File: config.mk
export PLATFORM = sky130hd
export DESIGN_NAME = invader_bullet_collider
export DESIGN_NICKNAME = d
export VERILOG_FILES = /design/src/rtl/collider_pkg.sv /design/src/rtl/collision_anim_channel.sv /design/src/rtl/invader_bullet_collider.sv
export SDC_FILE = /design/constraint.sdc
export NUM_CORES = 1
export LEC_CHECK = 0
export ABC_AREA = 1
export BUFFER_PORTS_ARGS = -buffer_cell sky130_fd_sc_hd__buf_2
export CORE_AREA = 2 2 97 136
export CTS_CLUSTER_SIZE = 28
export DETAILED_ROUTE_END_ITERATION = 8
export DIE_AREA = 0 0 99 138
export PLACE_DENSITY = 0.91
export SLEW_MARGIN = 40
export SYNTH_ARGS = -nofsm -noshare
export SYNTH_HDL_FRONTEND = slang
export SYNTH_SLANG_ARGS = --single-unit
export TNS_END_PERCENT = 30
File: constraint.sdc
create_clock -name clock -period 3.17 [get_ports clock]
set_input_delay 0.317 -clock clock [delete_from_list [all_inputs] [get_ports clock]]
set_output_delay 0.317 -clock clock [all_outputs]
set_load 0.01 [all_outputs]
File: src/rtl/collider_pkg.sv
// Shared constants and channel state type for the invader bullet collider.
// Contents:
//   DEF_X_OFFSET   screen x of bullet bitmap column 0
//   DEF_INV_CENTER offset from invader x to its hit point
//   DEF_ANIM_STEP  explosion sweep increment per tick
//   DEF_ANIM_END   sweep value at or above which the explosion ends
//   chan_state_e   per-channel state {IDLE, ANIM}
package collider_pkg;

  localparam int unsigned DEF_X_OFFSET   = 43;
  localparam int unsigned DEF_INV_CENTER = 2;
  localparam int unsigned DEF_ANIM_STEP  = 2;
  localparam int unsigned DEF_ANIM_END   = 159;

  typedef enum logic {
    IDLE = 1'b0,
    ANIM = 1'b1
  } chan_state_e;

endpackage

File: src/rtl/collision_anim_channel.sv
// One invader channel: hit-window compare against the shared scan column,
// IDLE/ANIM state machine and the tick-paced explosion sweep.
// Ports:
//   clock, reset  system clock, synchronous active-high reset
//   i_tick        one-cycle animation tick from the shared divider
//   i_bullet      bullet bit at the current scan column
//   i_scan        current scan column
//   i_x           invader x coordinate
//   i_active      channel eligible for a hit
//   o_hit_c       combinational hit decision for this cycle
//   o_hit         registered one-cycle hit pulse
//   o_flag        channel in explosion
//   o_watch       explosion sweep position
//   o_coords      invader x latched at the hit
module collision_anim_channel
  import collider_pkg::*;
#(
  parameter int unsigned COORD_W    = 8,
  parameter int unsigned COL_W      = 7,
  parameter int unsigned X_OFFSET   = DEF_X_OFFSET,
  parameter int unsigned INV_CENTER = DEF_INV_CENTER,
  parameter int unsigned HIT_TOL    = 1,
  parameter int unsigned ANIM_STEP  = DEF_ANIM_STEP,
  parameter int unsigned ANIM_END   = DEF_ANIM_END
) (
  input  logic               clock,
  input  logic               reset,
  input  logic               i_tick,
  input  logic               i_bullet,
  input  logic [COL_W-1:0]   i_scan,
  input  logic [COORD_W-1:0] i_x,
  input  logic               i_active,
  output logic               o_hit_c,
  output logic               o_hit,
  output logic               o_flag,
  output logic [COORD_W-1:0] o_watch,
  output logic [COORD_W-1:0] o_coords
);

  localparam int unsigned DW = COORD_W + 2;
  localparam int unsigned WW = COORD_W + 1;

  chan_state_e         r_state;
  logic                r_hit;
  logic                r_flag;
  logic [COORD_W-1:0]  r_watch;
  logic [COORD_W-1:0]  r_coords;

  logic signed [DW-1:0] w_d;
  logic                 w_in_window;
  logic                 w_hit;
  logic [WW-1:0]        w_step;
  logic [COORD_W-1:0]   w_hit_watch;

  // Signed distance from bullet screen x to the invader hit point; negative never hits.
  assign w_d = $signed(DW'(i_x)) + $signed(DW'(INV_CENTER))
             - $signed(DW'(i_scan)) - $signed(DW'(X_OFFSET));
  assign w_in_window = !w_d[DW-1] && (w_d <= $signed(DW'(HIT_TOL)));
  assign w_hit       = (r_state == IDLE) && i_active && i_bullet && w_in_window;

  // Sweep computed one bit wider so the end compare cannot wrap.
  assign w_step      = WW'(r_watch) + WW'(ANIM_STEP);
  assign w_hit_watch = (i_scan == '0) ? '0 : COORD_W'(i_scan) - COORD_W'(1);

  // Channel state machine with registered outputs.
  always_ff @(posedge clock) begin
    if (reset) begin
      r_state  <= IDLE;
      r_hit    <= 1'b0;
      r_flag   <= 1'b0;
      r_watch  <= '0;
      r_coords <= '0;
    end else begin
      r_hit <= 1'b0;
      case (r_state)
        IDLE: begin
          if (w_hit) begin
            r_state  <= ANIM;
            r_hit    <= 1'b1;
            r_flag   <= 1'b1;
            r_coords <= i_x;
            r_watch  <= w_hit_watch;
          end
        end
        ANIM: begin
          if (i_tick) begin
            // Threshold compare (not equality) so any step/end parity still terminates.
            if (w_step >= WW'(ANIM_END)) begin
              r_state <= IDLE;
              r_flag  <= 1'b0;
              r_watch <= '0;
            end else begin
              r_watch <= w_step[COORD_W-1:0];
            end
          end
        end
      endcase
    end
  end

  assign o_hit_c  = w_hit;
  assign o_hit    = r_hit;
  assign o_flag   = r_flag;
  assign o_watch  = r_watch;
  assign o_coords = r_coords;

endmodule

File: src/rtl/invader_bullet_collider.sv
// Bullet/invader collision checker: a shared free-running column scanner tests
// each bullet bitmap column against NUM_INV invader channels in parallel.
// Ports:
//   clock, reset      system clock, synchronous active-high reset
//   bullet_data       bullet bitmap, bit k = bullet in column k
//   x_invader         packed invader x, channel i at [i*COORD_W +: COORD_W]
//   inv_active        per-channel hit eligibility
//   collision_flag    per-channel explosion in progress
//   watch_coords      per-channel explosion sweep position
//   collision_coords  per-channel invader x latched at hit
//   hit_mask          one-cycle pulse of channels hit this cycle
//   hit_col           struck column, 0 when hit_mask is 0
//   scan_col          current scan column
module invader_bullet_collider
  import collider_pkg::*;
#(
  parameter int unsigned NUM_COLS   = 119,
  parameter int unsigned SCAN_LAST  = 116,
  parameter int unsigned NUM_INV    = 2,
  parameter int unsigned COORD_W    = 8,
  parameter int unsigned X_OFFSET   = DEF_X_OFFSET,
  parameter int unsigned INV_CENTER = DEF_INV_CENTER,
  parameter int unsigned HIT_TOL    = 1,
  parameter int unsigned ANIM_STEP  = DEF_ANIM_STEP,
  parameter int unsigned ANIM_END   = DEF_ANIM_END,
  parameter int unsigned TICK_DIV   = 25000000
) (
  input  logic                          clock,
  input  logic                          reset,
  input  logic [NUM_COLS-1:0]           bullet_data,
  input  logic [NUM_INV*COORD_W-1:0]    x_invader,
  input  logic [NUM_INV-1:0]            inv_active,
  output logic [NUM_INV-1:0]            collision_flag,
  output logic [NUM_INV*COORD_W-1:0]    watch_coords,
  output logic [NUM_INV*COORD_W-1:0]    collision_coords,
  output logic [NUM_INV-1:0]            hit_mask,
  output logic [$clog2(NUM_COLS)-1:0]   hit_col,
  output logic [$clog2(NUM_COLS)-1:0]   scan_col
);

  localparam int unsigned COL_W = $clog2(NUM_COLS);
  localparam int unsigned DIV_W = (TICK_DIV > 1) ? $clog2(TICK_DIV) : 1;

  logic [COL_W-1:0]   r_scan;
  logic [COL_W-1:0]   r_hit_col;
  logic [DIV_W-1:0]   r_div;
  logic               w_tick;
  logic               w_bullet_bit;
  logic [NUM_INV-1:0] w_hit_c;

  assign w_tick       = (r_div == DIV_W'(TICK_DIV - 1));
  assign w_bullet_bit = bullet_data[r_scan];

  // Scanner, tick divider and struck-column register; none of these pause.
  always_ff @(posedge clock) begin
    if (reset) begin
      r_scan    <= '0;
      r_div     <= '0;
      r_hit_col <= '0;
    end else begin
      r_scan    <= (r_scan == COL_W'(SCAN_LAST)) ? '0 : r_scan + COL_W'(1);
      r_div     <= w_tick ? '0 : r_div + DIV_W'(1);
      r_hit_col <= (|w_hit_c) ? r_scan : '0;
    end
  end

  // One channel per invader, all fed the same scan column and tick.
  for (genvar gi = 0; gi < NUM_INV; gi++) begin : g_chan
    collision_anim_channel #(
      .COORD_W    (COORD_W),
      .COL_W      (COL_W),
      .X_OFFSET   (X_OFFSET),
      .INV_CENTER (INV_CENTER),
      .HIT_TOL    (HIT_TOL),
      .ANIM_STEP  (ANIM_STEP),
      .ANIM_END   (ANIM_END)
    ) u_chan (
      .clock    (clock),
      .reset    (reset),
      .i_tick   (w_tick),
      .i_bullet (w_bullet_bit),
      .i_scan   (r_scan),
      .i_x      (x_invader[gi*COORD_W +: COORD_W]),
      .i_active (inv_active[gi]),
      .o_hit_c  (w_hit_c[gi]),
      .o_hit    (hit_mask[gi]),
      .o_flag   (collision_flag[gi]),
      .o_watch  (watch_coords[gi*COORD_W +: COORD_W]),
      .o_coords (collision_coords[gi*COORD_W +: COORD_W])
    );
  end

  assign hit_col  = r_hit_col;
  assign scan_col = r_scan;

endmodule

==> results.yml <==
global_routing:
  grtUsageMet2: 0.5192
  met1_usage: 0.3097
  busiest_layer: "met2"
  grt_pass1_vias: 7001
  grt_max_degree: 70
  grt_usage: 0.2814
  grt_first_pass_wirelength_um: 31790
  grt_overflow: 0
  met3_usage: 0.03893
  antenna_found_initial: 0
worst_setup_path:
  critPathKind: "flip-flop to flip-flop"
  crit_path_start_kind: "flip-flop"
  r2r_setup_slack_ns: 0.22
  cp.arrival_ns: 3.22
  endpoint_kind: "flip-flop"
  worstPathRequired_ns: 3.44
  cp_max_fo: 7
cells_and_area:
  multiInputGateArea_um2: 3976
  areaGrowthSynthToFinish_pct: 20.95
  fill_cells: 1096
  drive_above_1_share: 0.1979
  seq_area_um2: 1544
  nets: 1423
  instances_no_fill: 1401
  diodes: 0
place:
  gp_congestion: 0.9397
  dp_hpwl_um: 15270
  pre_cts_ws_ns: 0.05811
  port_buffers: 188
  dp_cells: 1386
synthesis:
  async_flop_share: 0
  ys_seq_area_frac: 0.2397
  ys_ff_latch: 77
  synth_edf_count: 0
  synth_nets: 1247
  ys.flop_type: "dfxtp_1"
  synth.avg_cell_area_um2: 6.022
  synth_top_area_frac: 0.2397
  synth_warnings: 0
  syn_area_um2: 6431
  synth_cells: 1068
  ys_top_cells_by_area: "dfxtp_1 (24%), nand2_1 (16%), inv_1 (9.9%), nor2_1 (8.1%), nand3_1 (7.9%)"
  synth_cell_types: 44
  synth_top_area_cell: "dfxtp_1"
pwr:
  cellPowerDensity_nw_per_um2: 352.8
  ir_worst_vdd_uv: 341.2
  p_leak_nw: 4.104
timing:
  rsz0062_at_grt: "false"
  maxSlewHeadroom: 0.5355
  max_freq_mhz: 339.5
  finalSetupViolations: 0
  tightest_slew_ns: 0.6968
  fin_tns_setup_ns: 0
  clock_skew_ns: 0.006336
  drv_slew: 0
  worst_slack_ns: 0.2246
  period_minus_slack_ns: 2.945
  hold_viol: 0
  whs_ns: 0.2698
  timing.final.crit_share: 0.9292
drt:
  drc: 0
  viasPerCell: 5.293
  wl_per_cell_um: 14.44
  ant_nets: 0
  vias: 7416
  dr.first_iter.drc_count: 539
  routed_wl_um: 20230
  first_pass_iters: 5
clock_network:
  postCtsSetupBuffers: 0
  cts_tree: "yes"
  clock_sinks: 77
  cts_made_buffers: 9
  clk-insertion-delay-late_ns: 0.34
  clk_pin_slew_ns: 0.06
  root_buffer: "clkbuf_16"
  clockBufferDepth: 2
  h-tree-depth: 3
floorplan:
  row_count: 49
  start_util: 0.5117
  coreArea_um2: 12570
  dieArea_um2: 13660
  die_h_um: 138
  ios: 189
  fp.dieW_um: 99
outcome:
  status: "complete, no violations"
worst_hold_path:
  hp-class: "primary input to flip-flop"
job:
  drv_cap: 0
[power breakdown]
| group | leakage [nW] | switching [mW] | internal (mW) | total [mW] |
|---|---|---|---|---|
| Combinational | 3.34 | 0.435 | 0.284 | 0.719 |
| Clock | 0.143 | 0.390 | 0.650 | 1.04 |
| Sequential | 0.622 | 0.00961 | 0.977 | 0.987 |
[layout by cell type (no fill, tap or decap), types with 2 or more instances in the layout]
cell | Yosys | final
o211ai_2 | 3 | 3
nand2_1 | 274 | 273
ha_1 | 38 | 38
nand4_1 | 16 | 16
nand3_4 | 2 | 2
nor3b_1 | 5 | 5
buf_2 | 14 | 188
buf_4 | 6 | 16
xor2_1 | 21 | 21
nor2_1 | 139 | 138
nand3_2 | 2 | 2
nand3_1 | 101 | 101
dfxtp_2 | 0 | 2
clkbuf_8 | 0 | 2
o22ai_1 | 6 | 6
nor2_2 | 3 | 4
xnor2_1 | 6 | 6
clkbuf_16 | 0 | 9
o21ai_0 | 28 | 28
buf_12 | 0 | 2
nor3_1 | 13 | 13
a21oi_2 | 2 | 2
fa_1 | 2 | 2
inv_2 | 7 | 7
nor4_1 | 4 | 4
nand2_4 | 2 | 2
nand3b_1 | 5 | 5
or2_2 | 2 | 2
o2111ai_1 | 3 | 3
inv_1 | 170 | 170
o21ai_1 | 28 | 28
clkinv_1 | 2 | 2
o211ai_1 | 9 | 9
clkbuf_1 | 12 | 3
dfxtp_1 | 77 | 75
a21oi_1 | 45 | 45
a31oi_1 | 3 | 3
[worst paths after layout]
path                                                           startpoint  cells past startpoint                                        end
worst min register to register  g_chan[0].u_chan.o_coords[0]$_SDFFE_PP0P_                      2  g_chan[0].u_chan.o_coords[0]$_SDFFE_PP0P_
worst max-delay path                               scan_col[1]$_SDFF_PP0_                     19   g_chan[0].u_chan.o_watch[3]$_SDFFE_PP0P_
worst min-delay path                                         x_invader[0]                      3  g_chan[0].u_chan.o_coords[0]$_SDFFE_PP0P_
worst max register to register                     scan_col[1]$_SDFF_PP0_                     19   g_chan[0].u_chan.o_watch[3]$_SDFFE_PP0P_
[worst max-delay path, stage by stage (launching register included)]
cell and delay (ns):
dfxtp_2 0.40, ha_1 0.25, inv_1 0.08, ha_1 0.18
inv_1 0.06, fa_1 0.38, inv_1 0.09, nand3_1 0.10
nand2_1 0.10, nand2_1 0.08, nand2_1 0.10, nand3_1 0.10
nor2_1 0.15, nand3_1 0.10, nor2_2 0.14, nand3_4 0.14
buf_4 0.20, o211ai_1 0.09, nand2_1 0.07, nor2_1 0.08
[area by class of cell]
cell class | instances | area share
Tap cell | 153 | 0.02461
Sequential cell | 77 | 0.1985
Multi-Input combinational cell | 771 | 0.5112
Clock inverter | 1 | 0.003860
Inverter | 179 | 0.08638
Clock buffer | 14 | 0.03394
Timing Repair Buffer | 206 | 0.1415
[cells by family (layout without fill, tap and decap cells)]
group                    count (synthesis)  in the layout  synth area share
AO/OA/AOI/OAI                          132            132            0.1167
flip-flops                              77             77            0.2397
AND/OR/NAND/NOR                        572            572            0.3827
buffers and inverters                  220            400            0.1440
adder cells (fa/ha/maj)                 40             40           0.08016
XOR/XNOR                                27             27           0.03677
[flip-flops by register name, indices dropped and copies added, names as in the netlist]
name / flops
g_chan.u_chan.o_coords: 16
g_chan.u_chan.o_flag: 2
g_chan.u_chan.o_hit: 2
g_chan.u_chan.o_watch: 16
g_chan.u_chan.r_state: 2
hit_col: 7
r_div: 25
scan_col: 7
[through the flow]
step	instance area (µm²)	power [mW]	util
after detailed placement	7471	1.710	0.5944
after global routing	7779	2.878	0.6189
after floorplan	6431	1.488	-
after global placement	7471	1.697	0.5944
final	7779	2.745	0.6189
after CTS	7765	2.738	0.6178
[repair_timing]
action | CTS | global route
resized for setup | 0 | 4
endpoints found under the setup margin | 0 | 38
hold buffers | 0 | 0
[cell usage after synthesis, types with 3 or more instances]
cell / number
a21oi_1: 45
a31oi_1: 3
buf_2: 14
buf_4: 6
buf_6: 8
clkbuf_1: 12
dfxtp_1: 77
ha_1: 38
inv_1: 170
inv_2: 7
nand2_1: 274
nand3_1: 101
nand3b_1: 5
nand4_1: 16
nor2_1: 139
nor2_2: 3
nor3_1: 13
nor3b_1: 5
nor4_1: 4
o2111ai_1: 3
o211ai_1: 9
o211ai_2: 3
o21ai_0: 28
o21ai_1: 28
o22ai_1: 6
xnor2_1: 6
xor2_1: 21
[routing by layer]
layer / vias up / part of all wire
met4: 0 / 0.038
li1: 3730 / -
met1: 3275 / 0.37
met3: 60 / 0.084
met2: 351 / 0.50
met5: - / 0
No activity file was read; power rests on OpenSTA's default activity.
